<file path="config.mk">
export PLATFORM = sky130hd
export DESIGN_NAME = uart_receiver
export DESIGN_NICKNAME = d
export VERILOG_FILES = /design/src/rtl/uart_pkg.sv /design/src/rtl/uart_os_tick.sv /design/src/rtl/uart_receiver.sv
export SDC_FILE = /design/constraint.sdc
export NUM_CORES = 1
export LEC_CHECK = 0
export CORE_UTILIZATION = 40
export CTS_BUF_LIST = sky130_fd_sc_hd__clkbuf_4
export CTS_CLUSTER_DIAMETER = 50
export DETAILED_ROUTE_END_ITERATION = 10
export HOLD_SLACK_MARGIN = 0.03
export PLACE_DENSITY = 0.61
export SYNTH_ARGS = -nofsm -noshare
export SYNTH_HDL_FRONTEND = slang
export SYNTH_SLANG_ARGS = --single-unit
</file>
<file path="constraint.sdc">
create_clock -name clk_in -period 2.05 [get_ports clk_in]
set_clock_uncertainty 0.2 [all_clocks]
set_input_delay 0.41 -clock clk_in [delete_from_list [all_inputs] [get_ports clk_in]]
set_output_delay 0.41 -clock clk_in [all_outputs]
set_load 0.02 [all_outputs]
</file>
<file path="src/rtl/uart_pkg.sv">
// Shared definitions for the UART receive and transmit paths: frame geometry,
// receiver state encoding and the oversample divider calculation.
package uart_pkg;

    localparam int DATA_BITS  = 8;
    localparam int OVERSAMPLE = 16;

    typedef enum logic [1:0] {
        IDLE  = 2'd0,
        START = 2'd1,
        DATA  = 2'd2,
        STOP  = 2'd3
    } rx_state_t;

    // Clocks per oversample tick, truncated; zero or less means the rate is unreachable.
    function automatic int calc_div(input int clk_freq, input int baud);
        return clk_freq / (baud * OVERSAMPLE);
    endfunction

endpackage

</file>
<file path="src/rtl/uart_os_tick.sv">
// Oversample tick generator: free-running divider that emits a one-clock tick
// every DIV clocks. Shared by the receive and transmit paths.
module uart_os_tick #(
    parameter int DIV = 651
) (
    input  logic clk_in,
    input  logic rst,
    output logic tick
);

    localparam int            CW   = (DIV > 1) ? $clog2(DIV) : 1;
    localparam logic [CW-1:0] LAST = CW'(DIV - 1);

    if (DIV < 1) begin : g_div_check
        $error("uart_os_tick: DIV must be at least 1 (clock too slow for the baud rate)");
    end

    logic [CW-1:0] cnt_r;

    // Divider counter with a registered tick so downstream logic sees a clean strobe.
    always_ff @(posedge clk_in or posedge rst) begin
        if (rst) begin
            cnt_r <= '0;
            tick  <= 1'b0;
        end else if (cnt_r == LAST) begin
            cnt_r <= '0;
            tick  <= 1'b1;
        end else begin
            cnt_r <= cnt_r + CW'(1);
            tick  <= 1'b0;
        end
    end

endmodule

</file>
<file path="src/rtl/uart_receiver.sv">
// 8N1 UART receiver: two-flop synchroniser, 16x oversampled start qualification,
// mid-bit data sampling, stop-bit check and a ready flag with overrun reporting.
module uart_receiver
    import uart_pkg::*;
#(
    parameter int CLK_FREQ   = 100_000_000,
    parameter int BAUD       = 9600,
    parameter int OVERSAMPLE = 16
) (
    input  logic                 clk_in,
    input  logic                 rst,
    input  logic                 rx,
    input  logic                 rd_ack,
    output logic [DATA_BITS-1:0] data_in,
    output logic                 rx_valid,
    output logic                 data_ready,
    output logic                 frame_err,
    output logic                 overrun
);

    localparam int         DIV      = calc_div(CLK_FREQ, BAUD);
    localparam logic [3:0] MID_LAST = 4'd7;
    localparam logic [3:0] BIT_LAST = 4'd15;
    localparam logic [2:0] LAST_BIT = 3'(DATA_BITS - 1);

    if (OVERSAMPLE != uart_pkg::OVERSAMPLE) begin : g_os_check
        $error("uart_receiver: OVERSAMPLE must be 16");
    end

    logic                 tick;
    logic                 rx_meta_r;
    logic                 rx_s;
    rx_state_t            state_r;
    logic [3:0]           tick_cnt_r;
    logic [2:0]           bit_cnt_r;
    logic [DATA_BITS-1:0] shift_r;

    uart_os_tick #(
        .DIV (DIV)
    ) u_os_tick (
        .clk_in (clk_in),
        .rst    (rst),
        .tick   (tick)
    );

    // Two-flop synchroniser, reset to the idle (high) line level.
    always_ff @(posedge clk_in or posedge rst) begin
        if (rst) begin
            rx_meta_r <= 1'b1;
            rx_s      <= 1'b1;
        end else begin
            rx_meta_r <= rx;
            rx_s      <= rx_meta_r;
        end
    end

    // Frame FSM, shift register, output strobes and the ready/overrun flag.
    always_ff @(posedge clk_in or posedge rst) begin
        if (rst) begin
            state_r    <= IDLE;
            tick_cnt_r <= 4'd0;
            bit_cnt_r  <= 3'd0;
            shift_r    <= '0;
            data_in    <= '0;
            rx_valid   <= 1'b0;
            data_ready <= 1'b0;
            frame_err  <= 1'b0;
            overrun    <= 1'b0;
        end else begin
            rx_valid  <= 1'b0;
            frame_err <= 1'b0;
            overrun   <= 1'b0;
            // A completing good byte below overrides this clear, so an ack in the
            // same cycle leaves the new byte flagged as unread.
            if (rd_ack) begin
                data_ready <= 1'b0;
            end else begin
                data_ready <= data_ready;
            end

            if (tick) begin
                case (state_r)
                    IDLE: begin
                        if (!rx_s) begin
                            state_r    <= START;
                            tick_cnt_r <= 4'd0;
                        end else begin
                            state_r <= IDLE;
                        end
                    end
                    START: begin
                        if (tick_cnt_r == MID_LAST) begin
                            tick_cnt_r <= 4'd0;
                            bit_cnt_r  <= 3'd0;
                            state_r    <= rx_s ? IDLE : DATA;
                        end else begin
                            tick_cnt_r <= tick_cnt_r + 4'd1;
                        end
                    end
                    DATA: begin
                        if (tick_cnt_r == BIT_LAST) begin
                            tick_cnt_r <= 4'd0;
                            shift_r    <= {rx_s, shift_r[DATA_BITS-1:1]};
                            bit_cnt_r  <= bit_cnt_r + 3'd1;
                            if (bit_cnt_r == LAST_BIT) begin
                                state_r <= STOP;
                            end else begin
                                state_r <= DATA;
                            end
                        end else begin
                            tick_cnt_r <= tick_cnt_r + 4'd1;
                        end
                    end
                    STOP: begin
                        if (tick_cnt_r == BIT_LAST) begin
                            tick_cnt_r <= 4'd0;
                            state_r    <= IDLE;
                            if (rx_s) begin
                                data_in    <= shift_r;
                                rx_valid   <= 1'b1;
                                data_ready <= 1'b1;
                                overrun    <= data_ready & ~rd_ack;
                            end else begin
                                frame_err <= 1'b1;
                            end
                        end else begin
                            tick_cnt_r <= tick_cnt_r + 4'd1;
                        end
                    end
                    default: begin
                        state_r    <= IDLE;
                        tick_cnt_r <= 4'd0;
                        bit_cnt_r  <= 3'd0;
                    end
                endcase
            end else begin
                state_r <= state_r;
            end
        end
    end

endmodule

</file>
==> flow_summary.yaml <==
cells_and_area:
  layout-drive-gt1-share_pct: 23.4
  antenna_cells: 0
  layout_common_cells: "dfrtp_1 (40), mux2_2 (18), clkdlybuf4s50_1 (15)"
  nNetsFinal: 179
  layout_commonest_cell: "dfrtp_1"
  area_growth_pct: 18.0
  utilization_pct: 49.4
setup_path:
  crit_family: "buffers and inverters"
  crit_type: "reg2out"
  cp_slowest_stage_delay_ps: 610
  end_kind: "output port"
  path_buf_inv: 1
  start_kind: "flip-flop"
  cp.required_ps: 1440
  critical_path.slowest_cell: "clkdlybuf4s50_1"
  path_cells: "clkdlybuf4s50_1"
  cp_max_fo: 2
  cp.arrival_ps: 1330
synthesis:
  synth.distinct_cells: 39
  synth_nets: 156
  yosysSeqAreaShare_pct: 57.4
  ys_ff_latch: 42
  yosysWarningCount: 0
  synth.avg_cell_area_um2: 12.5
  syn_inst: 147
  syn-cell-area_um2: 1840
drt:
  wl_per_cell_um: 14.1
  drt_first_pass_iters: 4
  drt-total-wl_um: 3130
  vias: 1221
  drc: 0
  drt_iter0_drc: 53
  via_per_inst: 5.48
  drtAntennaViolNets: 0
timing:
  period_minus_slack_ps: 1940
  finalSetupViolCount: 0
  maxSlewHeadroom_pct: 65.0
  hold_viol_final: 0
  hold_ws_ps: 166
  timing.final.crit_share_pct: 94.5
  clock.fmax_mhz: 516
  rsz0062_at_grt: "no"
  tightest_slew_ps: 520
  tns_ps: 0
  finalMaxSlewViolations: 0
floorplanning:
  die_w_um: 69.8
  initial_utilization_pct: 41.9
  die_h_um: 69.8
  num_rows: 24
  boundaryPins: 16
  core_region_area_um2: 4380
  dieArea_um2: 4870
run_status:
  status: "completed"
pwr:
  p_leak_nw: 1.01
  p_per_area_nw_per_um2: 645
  peakVddDrop_uv: 374
clock_network:
  clock_sink_count: 42
  numCtsBuffers: 5
  path_clk_slew_ps: 120
  cts_tree: "built"
  cts-resized-gates: 0
  htreeDepth: 2
  cts_buffer_depth: 2
  clk_latency_ps: 350
  cts_post_setup_buffers_inserted: 0
  cts_hold_buf: 0
  root_buffer: "clkbuf_4"
grt:
  grt_usage_pct: 14.2
  grt_pass1_vias: 1205
  grt_max_degree: 43
  antenna_found_initial: 0
  gr-total-overflow: 0
  grt_pass1_wl_um: 5430
min_path:
  worstHoldPathType: "reg2reg"
placement:
  port_buffers: 15
  place_hpwl_um: 2180
  gp_congestion: 0.827
flow_run:
  drv_cap: 0
==> cell type report <==
class                      count  area (um^2)
fill                         398         2220
sequential                    42         1050
multi-input combinational     89          713
timing repair buffer          22          215
tap                           52         65.1
clock buffer                   6         45.0
clock inverter                 2         37.5
inverter                      10         37.5
==> logic make-up (layout without fill, tap and decap cells) <==
family | Yosys count | after routing | synth area share, %
fa+ha+maj | 5 | 5 | 3.41
flops | 42 | 42 | 57.4
mux | 19 | 19 | 11.6
compound gates | 24 | 24 | 9.20
buf+inv | 16 | 40 | 3.81
simple gates | 34 | 34 | 11.3
xor+xnor | 7 | 7 | 3.34
==> synth_stat cells (all sizes together) <==
library cell | instances | area share [%]
dfrtp | 40 | 54
mux2 | 18 | 11
inv | 10 | 2.0
nand3 | 6 | 2.3
nor2 | 6 | 1.2
ha | 5 | 3.4
nand2 | 5 | 1.0
a31oi | 4 | 1.4
and3 | 4 | 1.4
buf | 4 | 1.4
o21ai | 4 | 1.1
xor2 | 4 | 1.9
a21oi | 3 | 0.82
nor3 | 3 | 1.4
o31ai | 3 | 1.2
xnor2 | 3 | 1.4
a222oi | 2 | 1.1
clkbuf | 2 | 0.41
dfstp | 2 | 2.9
nand4 | 2 | 0.68
o2bb2ai | 2 | 0.95
or4 | 2 | 0.82
a21o | 1 | 0.41
a221oi | 1 | 0.48
a22o | 1 | 0.48
a311oi | 1 | 0.48
a31o | 1 | 0.48
and4 | 1 | 0.48
mux2i | 1 | 0.54
nor2b | 1 | 0.34
nor3b | 1 | 0.41
nor4 | 1 | 0.34
nor4b | 1 | 0.48
o22ai | 1 | 0.34
or2 | 1 | 0.34
==> metal layers <==
metal	global-route usage [%]	wire length, um	up-vias
met4	5.11	48	0
li1	-	-	576
met2	24.4	1560	22
met3	4.65	115	5
met1	16.5	1410	618
met5	0	0	-
==> through the flow <==
step / worst slack [ps] / instances / area, um^2 / power [mW]
after floorplan: 228 / 147 / 1840 / 0.862
after global placement: 213 / 215 / 2080 / 0.878
after detailed placement: 119 / 215 / 2080 / 0.878
after CTS: 84.0 / 223 / 2170 / 1.42
after global routing: 31.2 / 223 / 2170 / 1.45
final: 113 / 223 / 2170 / 1.40
==> registers in the layout, summed over array words and instances (netlist names), 3 cells and up, named ones only <==
signal and flops:
bit_cnt_r 3, shift_r 8, data_in 8, u_os_tick.cnt_r 10
tick_cnt_r 4
==> worst paths after layout <==
path                                        endpoint  cells after the start  slack, ps                 startpoint
min in group asynchronous  tick_cnt_r[3]$_DFFE_PP0P_                      3        210                        rst
setup / recovery                          data_in[6]                      1        110     data_in[6]$_DFFE_PP0P_
setup reg to reg              data_in[6]$_DFFE_PP0P_                      4        130  tick_cnt_r[0]$_DFFE_PP0P_
hold reg to reg                       rx_s$_DFF_PP1_                      0        170        rx_meta_r$_DFF_PP1_
hold / removal                        rx_s$_DFF_PP1_                      0        170        rx_meta_r$_DFF_PP1_
max in group asynchronous        rx_meta_r$_DFF_PP1_                      3       1190                        rst
==> power by group <==
| group | switching (mW) | total [mW] | internal (mW) |
|---|---|---|---|
| Sequential | 0.00207 | 0.834 | 0.832 |
| Clock | 0.267 | 0.537 | 0.271 |
| Combinational | 0.0177 | 0.0273 | 0.00955 |
Note: power is estimated with default switching activity, not from simulation.
==> edit 1, RTL diff (same flow settings) <==
Set the parameter `BAUD` to 19200 (it was 9600).
--- a/src/rtl/uart_receiver.sv
+++ b/src/rtl/uart_receiver.sv
@@ -4,7 +4,7 @@
     import uart_pkg::*;
 #(
     parameter int CLK_FREQ   = 100_000_000,
-    parameter int BAUD       = 9600,
+    parameter int BAUD       = 19200,
     parameter int OVERSAMPLE = 16
 ) (
     input  logic                 clk_in,
Behaviour: no difference found for any inputs over 10 cycles, from zero or initial values and one cycle with rst high; that may be too few to reach the edited logic, so the function may still have changed.
==> edit 1 against the original RTL <==
  * Global-route usage barely moved
  * First-iteration DRC count rose by 7.5%
  * Area after synthesis is essentially flat
  * Non-clock buffer count decreased by 1
  * Power down 2.6%
  * Cell area shrank 1.2%
  * Critical endpoint is now data_in[2]
  * Critical path type unchanged
  * Routed wire length shrank 3.0%
  * Worst setup slack got worse by 36 ps
  * Largest cell class unchanged
  * Sequential cell count shrank 1
  * Combinational power is 3% lower
==> edit 1: results (changes against the original RTL) <==
[grt]
grt_start_max_net_pins=42  ; was 43
grt_pass1_vias=1228  ; was 1,205
grt_usage_pct=14.2  ; about the same
grt_pass1_wl_mm=5.52  ; was 5.43 mm
antenna_found_initial=0  ; unchanged

[synth]
async_reset_ff_share_pct=100  ; unchanged
yosys-top-cells-area=dfrtp_1 53%, mux2_4 5.7%, mux2_2 5.5%  ; was dfrtp_1 54%, mux2_2 11%, ha_1 3.4%
yosysSeqAreaShare_pct=56.0  ; was 57.4%
mappedNetlistNets=153  ; was 156
synth_commonest_cells=39 x dfrtp_1, 9 x inv_1, 9 x mux2_2  ; was 40 x dfrtp_1, 18 x mux2_2, 10 x inv_1
synth.avg_cell_area_um2=12.8  ; was 12.5 um^2

[finish]
drive_gt1_share_pct=23.4  ; about the same
fin_nets=175  ; was 179
n_antenna_cell=0  ; unchanged

[placement]
dpl.hpwl_mm=2.22  ; was 2.18 mm
gp_congestion=0.786  ; was 0.827

[pwr]
vdd_drop_max_mv=0.389  ; was 0.374 mV
swShare_pct=20.7  ; was 20.5%
p_leak_nw=1.04  ; was 1.01 nW

[setup_path]
reg2reg_slack_ps=110  ; was 130 ps
max_stage_delay_ps=630  ; was 610 ps

[route]
routedWlPerCell_um=13.9  ; was 14.1 um
dr.first_iter.drc_count=57  ; was 53
vias_per_cell=5.36  ; was 5.48
routed_wl_mm=3.04  ; was 3.13 mm

[run_status]
status=finished, final reports clean  ; unchanged

[sta]
worst_slew_pin_slew_ps=547  ; was 520 ps

-- edit 1: final timing paths --
| check | start | endpoint | cells past startpoint |
|---|---|---|---|
| worst max-delay path | data_in[2] | data_in[2] | 1 |
| worst min-delay path | rx_meta_r | rx_s | 0 |
| worst max register to register | tick_cnt_r[0] | data_in[5] | 5 |
| worst min register to register | rx_meta_r | rx_s | 0 |
| max in group asynchronous | rst | rx_s | 3 |
| min in group asynchronous | rst | shift_r[4] | 3 |
-- edit 1: power groups by stage --
stage	Sequential (mW)	Combinational [mW]	Clock [mW]
2_1_floorplan	0.829	0.0133	0
3_3_place_gp	0.830	0.0276	0
3_5_place_dp	0.830	0.0283	0
4_1_cts	0.815	0.0282	0.538
5_1_grt	0.816	0.0309	0.571
6_report	0.815	0.0264	0.521
-- edit 1: layer usage --
metal | part of all wire, % | global-route usage [%] | wire (um)
met1 | 45 | 18.4 | 1380
met2 | 50 | 23.4 | 1520
met3 | 3.8 | 3.63 | 114
met4 | 0.89 | 4.00 | 27
met5 | 0 | 0 | 0
-- edit 1: cell families after synthesis --
group | Yosys count | synth area share, %
XOR/XNOR | 7 | 3.34
AND/OR/NAND/NOR | 35 | 11.7
multiplexers | 18 | 12.3
flip-flops | 41 | 56.0
AO/OA/AOI/OAI | 23 | 8.51
adder cells (fa/ha/maj) | 5 | 3.40
buffers and inverters | 15 | 4.76
-- edit 1: metrics by stage --
stage / hold WS, ps / util [%] / setup WS, ps / instance area (um^2) / power, mW
6_report: 169 / 48.9 / 77.6 / 2140 / 1.36
5_1_grt: 176 / 48.9 / 12.3 / 2140 / 1.42
4_1_cts: 170 / 48.8 / 51.7 / 2140 / 1.38
3_5_place_dp: 152 / 46.9 / 73.0 / 2060 / 0.858
3_3_place_gp: 147 / 46.9 / 168 / 2060 / 0.858
2_1_floorplan: 145 / - / 177 / 1840 / 0.843
-- edit 1: area by class of cell --
cell class | instances | area, um^2
clock buffer | 5 | 37.5
clock inverter | 3 | 46.3
fill | 390 | 2240
inverter | 9 | 33.8
multi-input combinational | 88 | 723
sequential | 41 | 1030
tap | 52 | 65.1
timing repair buffer | 21 | 208
==> edit 2, RTL diff (same flow settings) <==
Made on the original files. Register the input `rx` before use, without a reset. The logic sees it one clock later. The other inputs are not delayed to match.
--- a/src/rtl/uart_receiver.sv
+++ b/src/rtl/uart_receiver.sv
@@ -22,6 +22,12 @@
     localparam logic [3:0] MID_LAST = 4'd7;
     localparam logic [3:0] BIT_LAST = 4'd15;
     localparam logic [2:0] LAST_BIT = 3'(DATA_BITS - 1);
+
+    logic rx_q;
+
+    always_ff @(posedge clk_in) begin
+        rx_q <= rx;
+    end
 
     if (OVERSAMPLE != uart_pkg::OVERSAMPLE) begin : g_os_check
         $error("uart_receiver: OVERSAMPLE must be 16");
@@ -49,7 +55,7 @@
             rx_meta_r <= 1'b1;
             rx_s      <= 1'b1;
         end else begin
-            rx_meta_r <= rx;
+            rx_meta_r <= rx_q;
             rx_s      <= rx_meta_r;
         end
     end
Check against the original RTL: no difference found for any inputs over 10 cycles, from zero or initial values and one cycle with rst high; that may be too few to reach the edited logic, so the function may still have changed.
==> edit 2 against the original RTL <==
  * Largest power group unchanged
  * Cell area rose by 0.35%
  * Worst setup slack better by 9.0 ps
  * Via count fell by 2.9%
  * Routed wire length is 1.7% higher
  * Power shrank 9.8%
  * Global-route usage increased by 0.23 points
  * Highest routed layer unchanged
  * Area after synthesis grew 1.1%
  * Sequential cell count is 1 higher
  * Non-clock buffer count is 1 lower
  * Critical path type unchanged
==> edit 2: results (changes against the original RTL) <==
[grt]
met1_usage_pct=17.9  ; was 16.5%
grt_pass1_vias=1270  ; was 1,205
grt_util_met2_pct=25.0  ; was 24.4%
antenna_found_initial=0  ; unchanged
grt_start_max_net_pins=43  ; unchanged
grt_usage_pct=14.4  ; was 14.2%
met3_usage_pct=3.61  ; was 4.65%
grt_pass1_wl_mm=5.66  ; was 5.43 mm

[pwr]
p_leak_nw=0.997  ; was 1.01 nW
vdd_drop_max_mv=0.308  ; was 0.374 mV

[cts]
htree_levels=2  ; unchanged
clockBufferDepth=2  ; unchanged
cts_root_buf=clkbuf_4  ; unchanged
cts.clk_slew.worst_paths_ps=130
cts_made_buffers=5  ; unchanged
clkLatencyLatePin_ps=340

[synth]
yosysSeqAreaShare_pct=57.8  ; was 57.4%
yosysWarnings=0  ; unchanged
synthCells=148  ; was 147
synth_commonest_cells=40 x dfrtp_1, 18 x mux2_2, 10 x inv_1  ; unchanged
async_reset_ff_share_pct=97.7  ; was 100%
yosys-top-cells-area=dfrtp_1 54%, mux2_2 11%, ha_1 3.4%  ; unchanged
mappedNetlistNets=157  ; was 156
synth.distinct_cells=40  ; was 39

[run_status]
status=finished, final reports clean  ; unchanged

[setup_path]
cp_top_family=buffers and inverters  ; unchanged
crit_slowest_cell=clkdlybuf4s50_1  ; unchanged
max_stage_delay_ps=600
crit_start=data_ready  ; was data_in[6]
r2r_cells=5  ; was 4
cp.arrival_ps=1320
reg2reg_slack_ps=140
reg2reg_from=tick_cnt_r[0]  ; unchanged
r2r_end=shift_r[3]  ; was data_in[6]
cp_max_fo=2  ; unchanged
endpoint=data_ready  ; was data_in[6]

[route]
dr.first_iter.drc_count=57  ; was 53
routed_wl_mm=3.19  ; was 3.13 mm
dr.pass1.iters=4  ; unchanged
vias=1185  ; was 1,221

[placement]
place_inst=214  ; was 215
place_ws_ps=55.4  ; was 119 ps
gp_congestion=0.803  ; was 0.827
portBuffers=15  ; unchanged
placed_cell_area_um2=2090  ; was 2080 um^2
dpl.hpwl_mm=2.25  ; was 2.18 mm

[sta]
max_freq_mhz=519  ; was 516 MHz
slew_headroom_pct=62.6  ; was 65.0%

[finish]
n_antenna_cell=0  ; unchanged
drive_gt1_share_pct=22.2  ; was 23.4%
stdcell_count=223  ; unchanged
fin_nets=179  ; unchanged
top_regs=u_os_tick.cnt_r x10, data_in x8, shift_r x8  ; unchanged

[hold_path]
hold_class=register to register  ; unchanged

-- edit 2: cell count changes in the layout (fill, tap and decap cells not counted), sizes merged --
| cell | delta |
|---|---|
| clkinv | +2 |
| buf | -1 |
| bufinv | -1 |
| clkbuf | -1 |
| dfxtp | +1 |
-- edit 2: area by class of cell --
type                    instances  area (um^2)
fillers                       390         2240
flip-flops and latches         43         1070
multi-input cells              89          726
repair buffers                 21          220
well taps                      52         65.1
clock buffers                   5         37.5
inverters                      10         37.5
clock inverters                 3         15.0
-- edit 2: worst min path at each step --
stage,start,to,slack [ps],cells past startpoint
finish,rx_q,rx_meta_r,100,0
CTS,rx_q,rx_meta_r,110,0
global route,rx_q,rx_meta_r,110,0
floorplan,rx_q,rx_meta_r,80,0
detailed placement,rx_q,rx_meta_r,90,0
global placement,rx_q,rx_meta_r,90,0
-- edit 2: power by group --
| part | switching, mW | internal (mW) | total (mW) |
|---|---|---|---|
| logic | 0.0173 | 0.00953 | 0.0268 |
| clock network | 0.255 | 0.126 | 0.381 |
| registers | 0.00205 | 0.852 | 0.854 |
-- edit 2: cells by family after synthesis --
logic type	share of synthesized area (%)
compound gates	9.10
buf+inv	3.77
fa+ha+maj	3.37
simple gates	11.2
xor+xnor	3.30
flops	57.8
mux	11.5
-- edit 2: timing repair --
item / in CTS / in global routing
endpoints found under the setup margin: 0 / 17
setup buffers: 0 / 1
endpoints found under the hold margin: 0 / 0
hold buffers: 0 / 0
gates resized for setup: 0 / 2
-- edit 2: layer usage --
| layer | vias to the layer above | wire length (um) |
|---|---|---|
| met5 | - | 0 |
| met3 | 2 | 78 |
| met2 | 15 | 1640 |
| met4 | 0 | 14 |
| met1 | 593 | 1450 |
| li1 | 575 | - |
-- edit 2: metrics by stage --
stage               util (%)  power [mW]
CTS                     48.5        1.29
detailed placement      47.3       0.899
global route            49.3        1.32
global placement        47.3       0.899
floorplan                  -       0.883
finish                  49.3        1.26
